===== src/rtl/vec_sched_pkg.sv =====
`default_nettype none
// +----------------------------------------------------------------------------+
// | Module      : vec_sched_pkg                                                |
// | Description : Shared types and width helpers for the vector stream         |
// |               scheduler (FSM state encoding, tdest / beat counter widths). |
// | Ports       : none (package)                                               |
// | Revision    : 1.0 - initial release                                        |
// +----------------------------------------------------------------------------+
package vec_sched_pkg;

   typedef enum logic [0:0] {
      ST_IDLE = 1'b0,
      ST_SEND = 1'b1
   } state_t;

   // Width of a source index; a single source still needs one bit.
   function automatic int dest_width(input int num_src);
      return (num_src > 1) ? $clog2(num_src) : 1;
   endfunction

   // Width of the beat counter; a one-beat packet still needs one bit.
   function automatic int cnt_width(input int beats);
      return (beats > 1) ? $clog2(beats) : 1;
   endfunction

endpackage
`default_nettype wire


===== src/rtl/vec_stream_scheduler_rr_arbiter.sv =====
`default_nettype none
// +----------------------------------------------------------------------------+
// | Module      : rr_arbiter                                                   |
// | Description : Combinational round-robin pick. Returns the first asserted   |
// |               request searching upward from last_grant+1 with wrap.        |
// | Ports       : req        - request vector                                  |
// |               last_grant - index granted most recently                     |
// |               grant_idx  - winning index (valid when any_req)              |
// |               any_req    - at least one request asserted                   |
// | Revision    : 1.0 - initial release                                        |
// +----------------------------------------------------------------------------+
module rr_arbiter
   import vec_sched_pkg::*;
#(
   parameter int NUM_SRC = 4,
   parameter int IDX_W   = dest_width(NUM_SRC)
) (
   input  logic [NUM_SRC-1:0] req,
   input  logic [IDX_W-1:0]   last_grant,
   output logic [IDX_W-1:0]   grant_idx,
   output logic               any_req
);

   logic [IDX_W-1:0] w_cand;

   // Walk offsets 1..NUM_SRC so last_grant itself is examined last.
   always_comb begin
      grant_idx = '0;
      any_req   = 1'b0;
      w_cand    = '0;
      for (int off = 1; off <= NUM_SRC; off++) begin
         w_cand = IDX_W'((int'(last_grant) + off) % NUM_SRC);
         if (!any_req && req[w_cand]) begin
            any_req   = 1'b1;
            grant_idx = w_cand;
         end
      end
   end

endmodule
`default_nettype wire


===== src/rtl/vec_stream_scheduler.sv =====
`default_nettype none
// +----------------------------------------------------------------------------+
// | Module      : vec_stream_scheduler                                         |
// | Description : Round-robin scheduler that accepts one whole vector from one |
// |               of NUM_SRC requesters and serialises it onto an AXI-Stream   |
// |               as VEC_BYTES/AXIS_BYTES beats, tagged with the source index. |
// | Ports       : clk, sresetn (sync, active-low)                              |
// |               req_valid/req_vec/req_ready - per-source vector handshake    |
// |               axis_t*                     - AXI-Stream master             |
// |               busy                        - packet in flight               |
// | Revision    : 1.0 - initial release                                        |
// +----------------------------------------------------------------------------+
module vec_stream_scheduler
   import vec_sched_pkg::*;
#(
   parameter  int NUM_SRC    = 4,
   parameter  int VEC_BYTES  = 4,
   parameter  int AXIS_BYTES = 1,
   parameter  int MSB_FIRST  = 0,
   localparam int DEST_W     = dest_width(NUM_SRC)
) (
   input  logic                           clk,
   input  logic                           sresetn,
   input  logic [NUM_SRC-1:0]             req_valid,
   input  logic [NUM_SRC*VEC_BYTES*8-1:0] req_vec,
   output logic [NUM_SRC-1:0]             req_ready,
   output logic [AXIS_BYTES*8-1:0]        axis_tdata,
   output logic                           axis_tvalid,
   input  logic                           axis_tready,
   output logic                           axis_tlast,
   output logic [AXIS_BYTES-1:0]          axis_tkeep,
   output logic [DEST_W-1:0]              axis_tdest,
   output logic                           busy
);

   localparam int c_VEC_W  = VEC_BYTES * 8;
   localparam int c_BEAT_W = AXIS_BYTES * 8;
   localparam int c_BEATS  = VEC_BYTES / AXIS_BYTES;
   localparam int c_CNT_W  = cnt_width(c_BEATS);
   localparam logic [c_CNT_W-1:0] c_LAST_CNT = c_CNT_W'(c_BEATS - 1);

   generate
      if ((VEC_BYTES % AXIS_BYTES) != 0) begin : g_bad_width
         $error("vec_stream_scheduler: VEC_BYTES must be a multiple of AXIS_BYTES");
      end
   endgenerate

   state_t             r_state;
   state_t             w_state_next;
   logic [c_VEC_W-1:0] r_capture;
   logic [c_CNT_W-1:0] r_cnt;
   logic [DEST_W-1:0]  r_dest;
   logic [DEST_W-1:0]  r_last_grant;
   logic [DEST_W-1:0]  w_grant;
   logic               w_any_req;
   logic               w_accept;
   logic               w_beat_xfer;
   logic               w_last_beat;
   logic [c_CNT_W-1:0] w_beat_idx;

   rr_arbiter #(
      .NUM_SRC (NUM_SRC),
      .IDX_W   (DEST_W)
   ) u_rr_arbiter (
      .req        (req_valid),
      .last_grant (r_last_grant),
      .grant_idx  (w_grant),
      .any_req    (w_any_req)
   );

   assign w_last_beat = (r_cnt == c_LAST_CNT);
   assign w_beat_xfer = axis_tvalid & axis_tready;

   always_ff @(posedge clk) begin
      if (!sresetn) begin
         r_state <= ST_IDLE;
      end else begin
         r_state <= w_state_next;
      end
   end

   // Grant is only offered in IDLE, so a packet can never be re-arbitrated
   // mid-flight. Gating with sresetn keeps req_ready low throughout reset.
   always_comb begin
      w_state_next = r_state;
      req_ready    = '0;
      w_accept     = 1'b0;
      case (r_state)
         ST_IDLE: begin
            if (sresetn && w_any_req) begin
               req_ready[w_grant] = 1'b1;
               w_accept           = 1'b1;
               w_state_next       = ST_SEND;
            end
         end
         ST_SEND: begin
            if (w_beat_xfer && w_last_beat) begin
               w_state_next = ST_IDLE;
            end
         end
         default: w_state_next = ST_IDLE;
      endcase
   end

   always_ff @(posedge clk) begin
      if (!sresetn) begin
         r_cnt        <= '0;
         r_dest       <= '0;
         r_last_grant <= DEST_W'(NUM_SRC - 1);
      end else if (w_accept) begin
         r_cnt        <= '0;
         r_dest       <= w_grant;
         r_last_grant <= w_grant;
      end else if (w_beat_xfer) begin
         r_cnt <= w_last_beat ? '0 : r_cnt + 1'b1;
      end
   end

   // Snapshot of the winner's vector; the source is free to change it after.
   always_ff @(posedge clk) begin
      if (w_accept) begin
         r_capture <= req_vec[w_grant*c_VEC_W +: c_VEC_W];
      end
   end

   assign w_beat_idx  = (MSB_FIRST != 0) ? (c_LAST_CNT - r_cnt) : r_cnt;
   assign axis_tdata  = r_capture[w_beat_idx*c_BEAT_W +: c_BEAT_W];
   assign axis_tvalid = (r_state == ST_SEND);
   assign axis_tlast  = axis_tvalid & w_last_beat;
   assign axis_tkeep  = '1;
   assign axis_tdest  = r_dest;
   assign busy        = (r_state == ST_SEND);

endmodule
`default_nettype wire

===== config.mk =====
export PLATFORM = sky130hd
export DESIGN_NAME = vec_stream_scheduler
export DESIGN_NICKNAME = d
export VERILOG_FILES = /design/src/rtl/vec_sched_pkg.sv /design/src/rtl/vec_stream_scheduler_rr_arbiter.sv /design/src/rtl/vec_stream_scheduler.sv
export SDC_FILE = /design/constraint.sdc
export NUM_CORES = 1
export LEC_CHECK = 0
export BUFFER_PORTS_ARGS = -buffer_cell sky130_fd_sc_hd__buf_2
export CAP_MARGIN = 0
export CORE_MARGIN = 2
export CORE_UTILIZATION = 47
export CTS_CLUSTER_SIZE = 28
export DETAILED_ROUTE_END_ITERATION = 8
export GPL_TIMING_DRIVEN = 1
export PLACE_DENSITY = 0.95
export SYNTH_ARGS = -nofsm -noshare
export SYNTH_HDL_FRONTEND = slang
export SYNTH_SLANG_ARGS = --single-unit
export TNS_END_PERCENT = 50

===== constraint.sdc =====
create_clock -name clk -period 6.3 [get_ports clk]
set_input_delay 0.315 -clock clk [delete_from_list [all_inputs] [get_ports clk]]
set_output_delay 0.315 -clock clk [all_outputs]
set_load 0.01 [all_outputs]

==> metrics.md <==
| Metric | Value |
|---|---|
| DR WL/cell | 20.3 µm |
| Starting Density | 48.7% |
| Total setup buffers inserted after CTS | 0 |
| CTS Buffer Depth | 2 |
| DR iter-0 viols | 103 |
| Total die area | 0.00593 mm² |
| Period utilisation layout | 43.9% |
| EDFF count, synth | 32 |
| Area grow syn2layout | 34.4% |
| Maximum clock frequency | 0.362 GHz |
| Slowest-stage cell, CP | nor3_4 |
| Post-DP HPWL | 5930 µm |
| Outcome | complete, no violations |
| Synthesized cell area | 0.00250 mm² |
| CTS tree | yes |
| Slew @ Worst Pin | 1.30 ns |
| CP Capture Type | register |
| Die Span Y | 77.0 µm |
| PwrDens | 201 mW/mm² |
| Crit path cell chain | nor2b_1, o21a_2, nor3_4, buf_4, mux4_1 |
| # IOs | 153 |
| Yosys warning count | 0 |
| Ys flop type | edfxtp_1 |
| Sequential area share after synthesis | 44.0% |
| Clock sink count | 39 |
| Leak pwr | 1.51 nW |
| DRT Pass-1 Iters | 4 |
| Vias | 2045 |
| Fin Hold WS | 0.243 ns |
| Slowest stage delay, CP | 0.72 ns |
| Max cap viols | 0 |
| Fill cells | 400 |
| Clk Latency, worst-skew pair | 0.29 ns |
| Port bufs | 151 |
| Synth cell types | 34 |
| Critical Path RT | 6.32 ns |
| # hold bufs at CTS | 0 |
| Synth Register Bits | 39 |
| Ant diodes | 0 |
| Slew margin rel. | 13.4% |
| Net Count, Synth | 273 |
| Tmin final | 2.77 ns |
| Setup TNS Final | 0 ns |
| Worst Hold Class | in2reg |
| CP Launch Type | register |
| Share of cells above drive strength 1 | 61.0% |
| Htree depth | 2 |
| Via density per instance | 5.73 |
| Row count | 26 |
| Clock-pin slew of the registers on the worst-case setup and hold paths | 0.08 ns |
| Pin count of the biggest net entering global routing | 35 |
| Total track usage | 25.3% |
| Root buffer cell | clkbuf_8 |
| Worst clock skew | 0.00379 ns |
| Slew Limit Fails | 0 |
| WL final | 7240 µm |
| Cell count after synthesis | 137 |
| TritonCTS Buffers | 5 |
| Post_cts resized | 0 |
| Final setup vio count | 0 |
| Worst-path maximum fanout | 18 |
| Kind of critical path | reg2reg |
| Final number of hold-violating endpoints | 0 |
| GP Congestion | 0.932 |
| Initial antenna violation count | 0 |
| Core area | 0.00514 mm² |
| Synth async-reset ratio | 0% |
| Worst VDD drop | 0.118 mV |
| Die width | 77.0 µm |
| Nets@finish | 422 |
| Final ANT Viol Nets | 0 |
| Vias in the first global route | 2196 |
| Unrepaired setup endpoints after global routing | no |
| Critical Path AT | 2.79 ns |
| DRC errors left | 0 |
| Avg Cell Area, Syn | 18.3 µm² |
| First-pass GRT wire length | 11000 µm |
| Global route overflow | 0 |
-- where the power goes --
part | internal [mW] | switching [mW] | leakage [nW] | total (mW)
sequential | 0.309 | 0.00983 | 0.358 | 0.319
clock | 0.0884 | 0.0884 | 0.0482 | 0.177
combinational | 0.107 | 0.0725 | 1.10 | 0.179
total | 0.505 | 0.171 | 1.51 | 0.675
-- stage by stage --
| stage | power (mW) | utilization [%] | instances | setup WS (ns) | cell area [µm²] |
|---|---|---|---|---|---|
| 6_report | 0.675 | 65.5 | 357 | 3.53 | 3370 |
| 5_1_grt | 0.707 | 65.5 | 357 | 3.39 | 3370 |
| 4_1_cts | 0.678 | 65.5 | 357 | 3.52 | 3370 |
| 3_5_place_dp | 0.505 | 63.7 | 349 | 3.40 | 3280 |
| 3_3_place_gp | 0.495 | 63.7 | 349 | 3.52 | 3280 |
| 2_1_floorplan | 0.441 | - | 137 | 4.24 | 2500 |
-- synth_stat cells, types with 2 or more instances --
master     n  area share, %
clkbuf_1   2           0.30
nand2b_1   2           0.50
nand3_1    2           0.40
a32oi_1    2           0.70
edfxtp_1  32             38
and2_1     2           0.50
buf_4      2           0.60
buf_2      4           0.80
inv_1      3           0.45
nor2_1     6           0.90
dfxtp_1    7            5.6
mux4_2     9            8.1
mux4_1    31             33
buf_8      3            1.8
nor2b_1    2           0.50
nand2_1    7            1.0
nor3_1     2           0.40
a21oi_1    3           0.60
-- registers in the layout (all words and copies together) (netlist names) --
name	cells
r_capture	32
axis_tdest	2
r_cnt	2
r_last_grant	2
axis_tvalid	1
-- worst max-delay path, delay by kind of cell, from the launching register on --
kind / cells / cell delay, ns
AO/OA/AOI/OAI: 1 / 0.24
buffers and inverters: 1 / 0.42
flip-flops: 1 / 0.40
multiplexers: 1 / 0.61
AND/OR/NAND/NOR: 2 / 0.81
-- metal layers --
metal / global-route usage [%] / routed length (µm)
met2: 47.5 / 4000
met4: 13.2 / 320
met3: 7.53 / 603
met1: 24.8 / 2320
met5: 0 / 0
-- worst paths after layout --
check / startpoint / to / slack (ns) / cells after the start
worst max-delay path: r_last_grant[0]$_SDFFE_PN1P_ / r_capture[5]$_DFFE_PP_ / 3.53 / 5
worst min-delay path: sresetn / r_last_grant[0]$_SDFFE_PN1P_ / 0.24 / 2
worst max register to register: r_last_grant[0]$_SDFFE_PN1P_ / r_capture[5]$_DFFE_PP_ / 3.53 / 5
worst min register to register: axis_tdest[0]$_SDFFE_PN0P_ / axis_tdest[0]$_SDFFE_PN0P_ / 0.46 / 2
-- cell families after synthesis --
logic type	share of synthesized area (%)
muxes	41.0
DFF	44.0
and+or+nand+nor	6.14
buffers and inverters	3.95
AOI/OAI and AO/OA	4.30
adders and majority gates	0.499
other	0.150
-- area by class of cell --
| type | instances | area [µm²] | share of cell area [%] |
|---|---|---|---|
| clock buffer | 7 | 86.3 | 2.56 |
| clock inverter | 1 | 5.00 | 0.149 |
| inverter | 3 | 11.3 | 0.334 |
| multi-input combinational | 84 | 1310 | 38.8 |
| sequential | 39 | 1100 | 32.7 |
| tap | 70 | 87.6 | 2.60 |
| timing repair buffer | 153 | 771 | 22.9 |
-- layout by cell type, fill, tap and decap left out, types with 2 or more instances in the layout --
| master | Yosys | layout |
|---|---|---|
| a32oi_1 | 2 | 2 |
| nor2b_1 | 2 | 2 |
| buf_2 | 4 | 151 |
| and2_1 | 2 | 2 |
| nor3_1 | 2 | 2 |
| buf_4 | 2 | 2 |
| a21oi_1 | 3 | 3 |
| mux4_2 | 9 | 9 |
| dfxtp_1 | 7 | 7 |
| nor2_1 | 6 | 6 |
| nand2_1 | 7 | 7 |
| nand3_1 | 2 | 2 |
| inv_1 | 3 | 3 |
| nand2b_1 | 2 | 2 |
| mux4_1 | 31 | 31 |
| edfxtp_1 | 32 | 32 |
| clkbuf_8 | 0 | 6 |
No activity file was read; power rests on OpenSTA's default activity.
